$ cat src/rtl/im_fetch_unit_if.sv
// Instruction fetch bus: the IM read port plus the (instruction, pc) stream to decode.
// Ports: im_addr/im_cs/im_we/im_oe/im_data (IM read port),
//        out_valid/out_ready/out_instr/out_pc (decode handshake).
// master = fetch unit, slave = instruction memory + decode stage.
interface im_fetch_unit_if #(
  parameter int DATA_WIDTH = 8,
  parameter int ADDR_WIDTH = 8
);
  logic [ADDR_WIDTH-1:0] im_addr;
  logic                  im_cs;
  logic                  im_we;
  logic                  im_oe;
  logic [DATA_WIDTH-1:0] im_data;
  logic                  out_valid;
  logic                  out_ready;
  logic [DATA_WIDTH-1:0] out_instr;
  logic [ADDR_WIDTH-1:0] out_pc;

  modport master (
    output im_addr, im_cs, im_we, im_oe,
    input  im_data,
    output out_valid, out_instr, out_pc,
    input  out_ready
  );

  modport slave (
    input  im_addr, im_cs, im_we, im_oe,
    output im_data,
    input  out_valid, out_instr, out_pc,
    output out_ready
  );
endinterface

$ cat src/rtl/im_fetch_unit.sv
// Instruction fetch: PC + IM read port + prefetch FIFO feeding decode, with branch redirect.
// Latency: 1 cycle from an IM read to the entry at the FIFO head; 1 instr/cycle sustained.
// Backpressure: out_ready low fills the FIFO, then IM reads stop until a pop frees a slot.
// Ports: clk, rst_n (async active-low), start (IDLE->FETCH pulse), redirect/redirect_pc
//        (flush + PC reload), halted (registered), bus (im_fetch_unit_if.master).
// Optional: define FETCH_HALT_DETECT_EN to stop fetching after a HALT_OPCODE instruction.
module im_fetch_unit #(
  parameter int                    DATA_WIDTH  = 8,
  parameter int                    ADDR_WIDTH  = 8,
  parameter int                    FIFO_DEPTH  = 4,
  parameter logic [ADDR_WIDTH-1:0] RESET_PC    = '0,
  parameter logic [DATA_WIDTH-1:0] HALT_OPCODE = 8'hFF
) (
  input  logic                  clk,
  input  logic                  rst_n,
  input  logic                  start,
  input  logic                  redirect,
  input  logic [ADDR_WIDTH-1:0] redirect_pc,
  output logic                  halted,
  im_fetch_unit_if.master       bus
);

  localparam int PTR_W = $clog2(FIFO_DEPTH);
  localparam int CNT_W = PTR_W + 1;

  typedef enum logic [1:0] {IDLE, FETCH, HALTED} state_t;

  typedef struct packed {
    logic [DATA_WIDTH-1:0] instr;
    logic [ADDR_WIDTH-1:0] pc;
  } entry_t;

  state_t                state;
  logic [ADDR_WIDTH-1:0] pc;
  logic [CNT_W-1:0]      count;
  logic [PTR_W-1:0]      rd_ptr;
  logic [PTR_W-1:0]      wr_ptr;
  entry_t                fifo [FIFO_DEPTH];
  entry_t                head;

  logic                  fire;
  logic                  pop;
  logic                  handshake;

  assign head      = fifo[rd_ptr];
  assign handshake = bus.out_valid & bus.out_ready;
  // A full FIFO may still accept a push when the head leaves in the same cycle.
  assign fire      = (state == FETCH) & ~redirect &
                     ((count < CNT_W'(FIFO_DEPTH)) | handshake);
  // A pop coinciding with a redirect is discarded along with the flushed entries.
  assign pop       = handshake & ~redirect;

  assign bus.im_addr   = pc;
  assign bus.im_cs     = fire;
  assign bus.im_oe     = fire;
  assign bus.im_we     = 1'b0;
  assign bus.out_valid = (count != '0);
  assign bus.out_instr = bus.out_valid ? head.instr : '0;
  assign bus.out_pc    = bus.out_valid ? head.pc    : '0;

`ifdef FETCH_HALT_DETECT_EN
  logic halt_push;
  logic halted_q;
  assign halt_push = fire & (bus.im_data == HALT_OPCODE);
  assign halted    = halted_q;
`else
  assign halted    = 1'b0;
`endif

  // Control FSM; halted is registered alongside the state.
  always_ff @(posedge clk or negedge rst_n) begin
    if (!rst_n) begin
      state    <= IDLE;
`ifdef FETCH_HALT_DETECT_EN
      halted_q <= 1'b0;
`endif
    end else begin
      case (state)
        IDLE: begin
          if (start) state <= FETCH;
        end
        FETCH: begin
`ifdef FETCH_HALT_DETECT_EN
          if (halt_push) begin
            state    <= HALTED;
            halted_q <= 1'b1;
          end
`endif
        end
        HALTED: begin
          if (redirect) begin
            state    <= FETCH;
`ifdef FETCH_HALT_DETECT_EN
            halted_q <= 1'b0;
`endif
          end
        end
        default: state <= IDLE;
      endcase
    end
  end

  // PC, pointers and occupancy. Redirect overrides any push/pop in the same cycle.
  always_ff @(posedge clk or negedge rst_n) begin
    if (!rst_n) begin
      pc     <= RESET_PC;
      count  <= '0;
      rd_ptr <= '0;
      wr_ptr <= '0;
    end else if (redirect) begin
      pc     <= redirect_pc;
      count  <= '0;
      rd_ptr <= '0;
      wr_ptr <= '0;
    end else begin
      if (fire) begin
        pc     <= pc + ADDR_WIDTH'(1);
        wr_ptr <= wr_ptr + PTR_W'(1);
      end
      if (pop) rd_ptr <= rd_ptr + PTR_W'(1);
      case ({fire, pop})
        2'b10:   count <= count + CNT_W'(1);
        2'b01:   count <= count - CNT_W'(1);
        default: count <= count;
      endcase
    end
  end

  // Storage needs no reset: the head is masked whenever count is zero.
  always_ff @(posedge clk) begin
    if (fire) fifo[wr_ptr] <= '{instr: bus.im_data, pc: pc};
  end

endmodule

$ cat src/flat_wrapper.sv
// flat-port wrapper written by rule: the top's interface ports become plain ports
module im_fetch_unit_flat 
#(
  parameter int                    DATA_WIDTH  = 8,
  parameter int                    ADDR_WIDTH  = 8,
  parameter int                    FIFO_DEPTH  = 4,
  parameter logic [ADDR_WIDTH-1:0] RESET_PC    = '0,
  parameter logic [DATA_WIDTH-1:0] HALT_OPCODE = 8'hFF
)
  (clk, rst_n, start, redirect, redirect_pc, halted, bus_im_addr, bus_im_cs, bus_im_we, bus_im_oe, bus_im_data, bus_out_valid, bus_out_instr, bus_out_pc, bus_out_ready);
  im_fetch_unit_if #(.DATA_WIDTH(DATA_WIDTH), .ADDR_WIDTH(ADDR_WIDTH)) bus_i ();
  input  logic clk;
  input  logic rst_n;
  input  logic start;
  input  logic redirect;
  input  logic [ADDR_WIDTH-1:0] redirect_pc;
  output logic halted;
  output wire logic [$bits(bus_i.im_addr)-1:0] bus_im_addr;
  output wire logic [$bits(bus_i.im_cs)-1:0] bus_im_cs;
  output wire logic [$bits(bus_i.im_we)-1:0] bus_im_we;
  output wire logic [$bits(bus_i.im_oe)-1:0] bus_im_oe;
  input wire logic [$bits(bus_i.im_data)-1:0] bus_im_data;
  output wire logic [$bits(bus_i.out_valid)-1:0] bus_out_valid;
  output wire logic [$bits(bus_i.out_instr)-1:0] bus_out_instr;
  output wire logic [$bits(bus_i.out_pc)-1:0] bus_out_pc;
  input wire logic [$bits(bus_i.out_ready)-1:0] bus_out_ready;
  assign bus_im_addr = bus_i.im_addr;
  assign bus_im_cs = bus_i.im_cs;
  assign bus_im_we = bus_i.im_we;
  assign bus_im_oe = bus_i.im_oe;
  assign bus_i.im_data = bus_im_data;
  assign bus_out_valid = bus_i.out_valid;
  assign bus_out_instr = bus_i.out_instr;
  assign bus_out_pc = bus_i.out_pc;
  assign bus_i.out_ready = bus_out_ready;
  im_fetch_unit #(.DATA_WIDTH(DATA_WIDTH), .ADDR_WIDTH(ADDR_WIDTH), .FIFO_DEPTH(FIFO_DEPTH), .RESET_PC(RESET_PC), .HALT_OPCODE(HALT_OPCODE)) u_core (.clk(clk), .rst_n(rst_n), .start(start), .redirect(redirect), .redirect_pc(redirect_pc), .halted(halted), .bus(bus_i));
endmodule
$ cat config.mk
export PLATFORM = sky130hd
export DESIGN_NAME = im_fetch_unit_flat
export DESIGN_NICKNAME = d
export VERILOG_FILES = /design/src/rtl/im_fetch_unit_if.sv /design/src/rtl/im_fetch_unit.sv /design/src/flat_wrapper.sv
export SDC_FILE = /design/constraint.sdc
export NUM_CORES = 1
export LEC_CHECK = 0
export CAP_MARGIN = 25
export CORE_ASPECT_RATIO = 0.6
export CORE_MARGIN = 5
export CORE_UTILIZATION = 60
export DETAILED_ROUTE_END_ITERATION = 12
export DONT_BUFFER_PORTS = 1
export GPL_TIMING_DRIVEN = 0
export MAX_ROUTING_LAYER = met4
export PLACE_DENSITY = 0.76
export SLEW_MARGIN = 15
export SYNTH_ARGS = -nofsm -noshare
export SYNTH_HDL_FRONTEND = slang
export SYNTH_SLANG_ARGS = --single-unit
$ cat constraint.sdc
create_clock -name clk -period 6.4 [get_ports clk]
set_clock_uncertainty 0.05 [all_clocks]
set_input_delay 0.64 -clock clk [delete_from_list [all_inputs] [get_ports clk]]
set_output_delay 0.64 -clock clk [all_outputs]
set_load 0.005 [all_outputs]
# Word-level counts from Yosys, hierarchy flattened
# Memory sizes are Yosys's and may differ from the RTL's.
# Cells that the tools add are included.
# Widths: inputs -> output; s select.
# totals
register_bits,17
ram_bits,64
inputBits,21
out_inout_bits,29
elab_cells,46
mem_count,1
# memory_table
name,depth,width,read_ports,rd_clocked_by_memory_dff,write_ports,line,rtl
u_core.fifo,4,16,1,0,1,im_fetch_unit.sv:38,entry_t fifo [FIFO_DEPTH];
# op_classes
add_sub_neg,5
n_lt_le_gt_ge,1
eq_ne,6
muxes,15
n_bitwise,7
n_reduce_logical,6
# ops
operator,count
$mux 8,4
$mux 2,6
$add 8x1->8 const B,1
$pmux 2 s3,1
$pmux 3 s2,1
$reduce_bool 3->1,2
$add 2x1->2 const B,2
$and 1x1->1,4
$eq 2x1->1 const B,2
$eq 2x2->1 const B,2
$ne 2x2->1 const B,2
$reduce_bool 2->1,2
$add 3x1->3 const B,1
$lt 3x3->1 const B,1
$mux 3,1
$reduce_and 3->1,1
$sub 3x1->3 const B,1
$logic_not 2->1,1
$mux 1,2
$not 1->1,2
$or 1x1->1,1

# Longest topological paths before layout
# depth
ltp_word,7
depth_mapped,7
ltp_nobuf,6

# Worst setup path before layout
# No wires, ideal clock.
# synth_timing
path_kind,input -> register
startpoint,input port redirect
endpoint,"memory u_core.fifo[0][0] (netlist bit), enable pin"
setup_ns,0.413
arrival_ns,2.251
t_required_ns,5.937
slack_ns,3.686
path_stages,3
n_path_buf,2
path_cell_list,buf_2 -> clkbuf_1 -> nor3b_1
# synth_via
elab_chain_len,5
# synth_lines
item,line,rtl
start: declaration,flat_wrapper.sv:15,input logic redirect;
$not 1->1,im_fetch_unit.sv:48,assign fire = (state == FETCH) & ~redirect &
$and 1x1->1 (2 in a row),im_fetch_unit.sv:48,
$mux 1,im_fetch_unit.sv:131,"if (fire) fifo[wr_ptr] <= '{instr: bus.im_data, pc: pc};"
$mux 1 (not written as such),im_fetch_unit.sv:131,
end: declaration,im_fetch_unit.sv:38,
# No other way between the ends.

# Final worst setup path
# layout_timing
startpoint,register u_core.count[2]
endpoint,output port bus_im_oe
# layout_via
elab_chain_len,4
word_cells_on_any_way,5
classes_between,1 x order compare; 3 x bitwise; 1 x reduce/logical
# layout_lines
item,line,rtl
start: declaration,im_fetch_unit.sv:35,logic [CNT_W-1:0] count;
start signal: assignment,im_fetch_unit.sv:122,2'b10: count <= count + CNT_W'(1);
start signal: assignment,im_fetch_unit.sv:123,2'b01: count <= count - CNT_W'(1);
start signal: assignment,im_fetch_unit.sv:124,default: count <= count;
branches (longest 2 deep; another with $lt 3x3->1),-,
$or 1x1->1 *,im_fetch_unit.sv:49,((count < CNT_W'(FIFO_DEPTH)) | handshake);
$and 1x1->1 *,im_fetch_unit.sv:48,
end: declaration,flat_wrapper.sv:21,output wire logic [$bits(bus_i.im_oe)-1:0] bus_im_oe;
# Every way passes the cells marked *.

==> metrics.csv <==
metric,value,unit
dpl cells,314,
Final Setup Violations,0,
TNS Setup,0,ps
Rel. slew slack,0.483,
Initial DRT Pass Iterations,4,
PD cells,302,nW/um^2
CTS tree,built,
DRT iter0 DRCs,145,
clk_lat worst skew,350,ps
clock-pin slew on the worst setup and hold paths,80,ps
Gate power share,0.174,
Arrival @ worst endpoint,1790,ps
total CTS buffers,9,
maximum clock frequency,404,MHz
antenna diode count,0,
Synth Register Bits,80,
area of the core,5730,sq um
CP endpoint kind,output pin,
footprint of the multi-input gates,1190,sq um
Pleak,1.42,nW
Port Buf Inserts,0,
post-synthesis cell type count,44,
area post-placement,3810,sq um
die width,110,microns
gp weighted congestion,0.832,
routed wire length,7.05,mm
H-tree Lvls,3,
critical path peak fanout,10,
sw power,316,uW
global-route wire length before repair,11.2,mm
initial antenna violation count,0,
GRT overflow,0,
drt wl/cell,21.3,microns
status,finished clean,
HP Class,in2reg,
"slowest stage delay, CP",380,ps
post-cts resize count,0,
Area Overhead vs Synth,10.5,%
Final Hold Viols,0,
CP max stage cell,dfrtp_1,
final cell count without fillers,331,
top_reg_cell synth,edfxtp_1,
hpwl dp,4.99,mm
Root Buffer,clkbuf_8,
Register Area,2320,sq um
Via-to-Cell Ratio,6.14,
peak supply drop,0.149,mV
layout cell share with drive strength beyond 1,0.231,
Crit path required time,5710,ps
Flop pwr share,0.530,
height of the die,70.2,microns
DR DRC count,0,
DR vias,2033,
Int Pwr,892,uW
initial core utilization,0.633,
pins over their slew limit,0,
final instance area,4010,sq um
Syn. warnings,0,
GRT Resource Usage Total,0.206,
IO Count,50,
largest net degree at the start of global routing,17,
Routed Antenna Nets,0,
Clk pwr share,0.296,
CTS max path bufs,2,
instance count of the mapped netlist,227,
worst-path cell chain,buf_2 -> nand2b_1 -> nand2_1 -> nor2_1 -> buf_4,
vias in the first global route,2079,
Startpoint Class,flip-flop,
Layout fillers,387,
Sw Share,0.262,
setup bufs post-CTS,0,
hold_buf cts,1,
Setup CP Type,reg2out,
min Tclk post-route,2480,ps
# nets final,273,
hold slack,334,ps
Post-synth EDFFs,64,
die area,7750,sq um
"Seq/Total Area, Yosys",0.640,
max cap viols,0,
RSZ-0062 raised after global routing,false,
asr flop ratio synth,0.200,
CTS sink cnt,80,
Worst Tran Pin Value,772,ps
Avg Synthesized Cell Area,16.0,sq um
row count,21,
total power,1.21,mW
Post-Syn Area,3630,sq um
period utilization,0.387,
==> worst max-delay path, delay by kind of cell (launching register included) <==
kind                   cells  cell delay, ps
DFF                        1             380
buffers and inverters      2             350
and+or+nand+nor            3             720
==> path summary, 6_finish.rpt <==
| kind | start | to | slack (ps) | cells after the start |
|---|---|---|---|---|
| setup / recovery | u_core.count[2] | bus_im_oe | 3920 | 5 |
| setup reg to reg | u_core.count[2] | u_core.fifo[3][12] | 4040 | 5 |
| hold reg to reg | u_core.bus.im_addr[7] | u_core.fifo[3][7] | 550 | 0 |
| hold / removal | bus_im_data[3] | u_core.fifo[1][11] | 330 | 0 |
| min in group asynchronous | rst_n | u_core.bus.im_addr[7] | 760 | 1 |
| max in group asynchronous | rst_n | u_core.bus.im_addr[4] | 5060 | 1 |
==> power groups by stage <==
stage | Sequential, mW | Clock [mW] | Combinational (mW)
after detailed placement | 0.652 | 0 | 0.209
after CTS | 0.641 | 0.361 | 0.213
final | 0.641 | 0.358 | 0.210
after floorplan | 0.640 | 0 | 0.168
after global placement | 0.651 | 0 | 0.197
after global routing | 0.646 | 0.389 | 0.231
==> layer usage <==
metal  track usage  wire length [microns]  vias up
li1              -                      -      917
met1         0.298                   3210     1023
met2         0.269                   3110       80
met3        0.0626                    619       13
met4        0.0929                    118        0
met5             -                      0        -
==> Yosys cell counts (2+ instances only) <==
library cell,n,area share
inv_1,6,0.0062
o21ai_0,7,0.0097
dfrtp_1,16,0.11
a31oi_1,6,0.010
or2_2,3,0.0052
ha_1,5,0.017
nand4_1,2,0.0034
buf_4,4,0.0083
edfxtp_1,64,0.53
nor2b_4,8,0.030
a211oi_1,2,0.0041
nand3_1,5,0.0069
a21oi_1,6,0.0083
nand2b_1,3,0.0052
or3_1,2,0.0034
mux4_1,8,0.058
buf_2,7,0.0097
buf_6,2,0.0062
or4_1,3,0.0062
nor2_1,10,0.010
mux4_2,8,0.050
clkbuf_1,2,0.0021
xor2_1,2,0.0048
nor2b_1,11,0.019
o311ai_0,2,0.0048
nand2_1,6,0.0062
o31ai_1,5,0.010
nor3b_1,6,0.012
==> flip-flops by register name, summed over array words and instances (netlist names) <==
| name | cells |
|---|---|
| u_core.bus.im_addr | 8 |
| u_core.count | 3 |
| u_core.fifo | 64 |
| u_core.rd_ptr | 2 |
| u_core.state | 1 |
| u_core.wr_ptr | 2 |
==> placed cells by master, fill, tap and decap left out, types with 3 or more instances in the layout <==
cell type,n
a21oi_1,6
a31oi_1,6
buf_2,7
buf_4,7
buf_6,5
clkbuf_1,4
clkbuf_8,9
dfrtp_1,16
edfxtp_1,64
ha_1,5
inv_1,6
mux4_1,8
mux4_2,8
nand2_1,6
nand2b_1,3
nand3_1,5
nor2_1,10
nor2b_1,11
nor2b_4,8
nor3b_2,4
o21ai_0,7
o31ai_1,5
or2_2,3
or4_1,3
==> layout make-up <==
cell class                      instances  share of cell area
Sequential cell                        80               0.580
Timing Repair Buffer                    7              0.0166
Buffer                                 16              0.0287
Tap cell                               80              0.0250
Clock buffer                           11              0.0328
Clock inverter                          5              0.0144
Inverter                                6             0.00562
Multi-Input combinational cell        126               0.297
==> cells by family (layout without fill, tap and decap cells) <==
family	count (synthesis)	count (layout)	share of synthesized area
compound gates	33	33	0.0597
xor+xnor	2	2	0.00483
fa+ha+maj	6	6	0.0228
buf+inv	22	45	0.0379
flops	80	80	0.640
mux	16	16	0.108
other cells	1	2	0.00103
simple gates	67	67	0.126
==> metrics by stage <==
step / utilization / setup slack, ps
after floorplan: - / 3690
after global placement: 0.651 / 2700
after detailed placement: 0.665 / 3790
after CTS: 0.699 / 3910
after global routing: 0.699 / 3800
final: 0.699 / 3920
(Power assumes the default switching activity.)
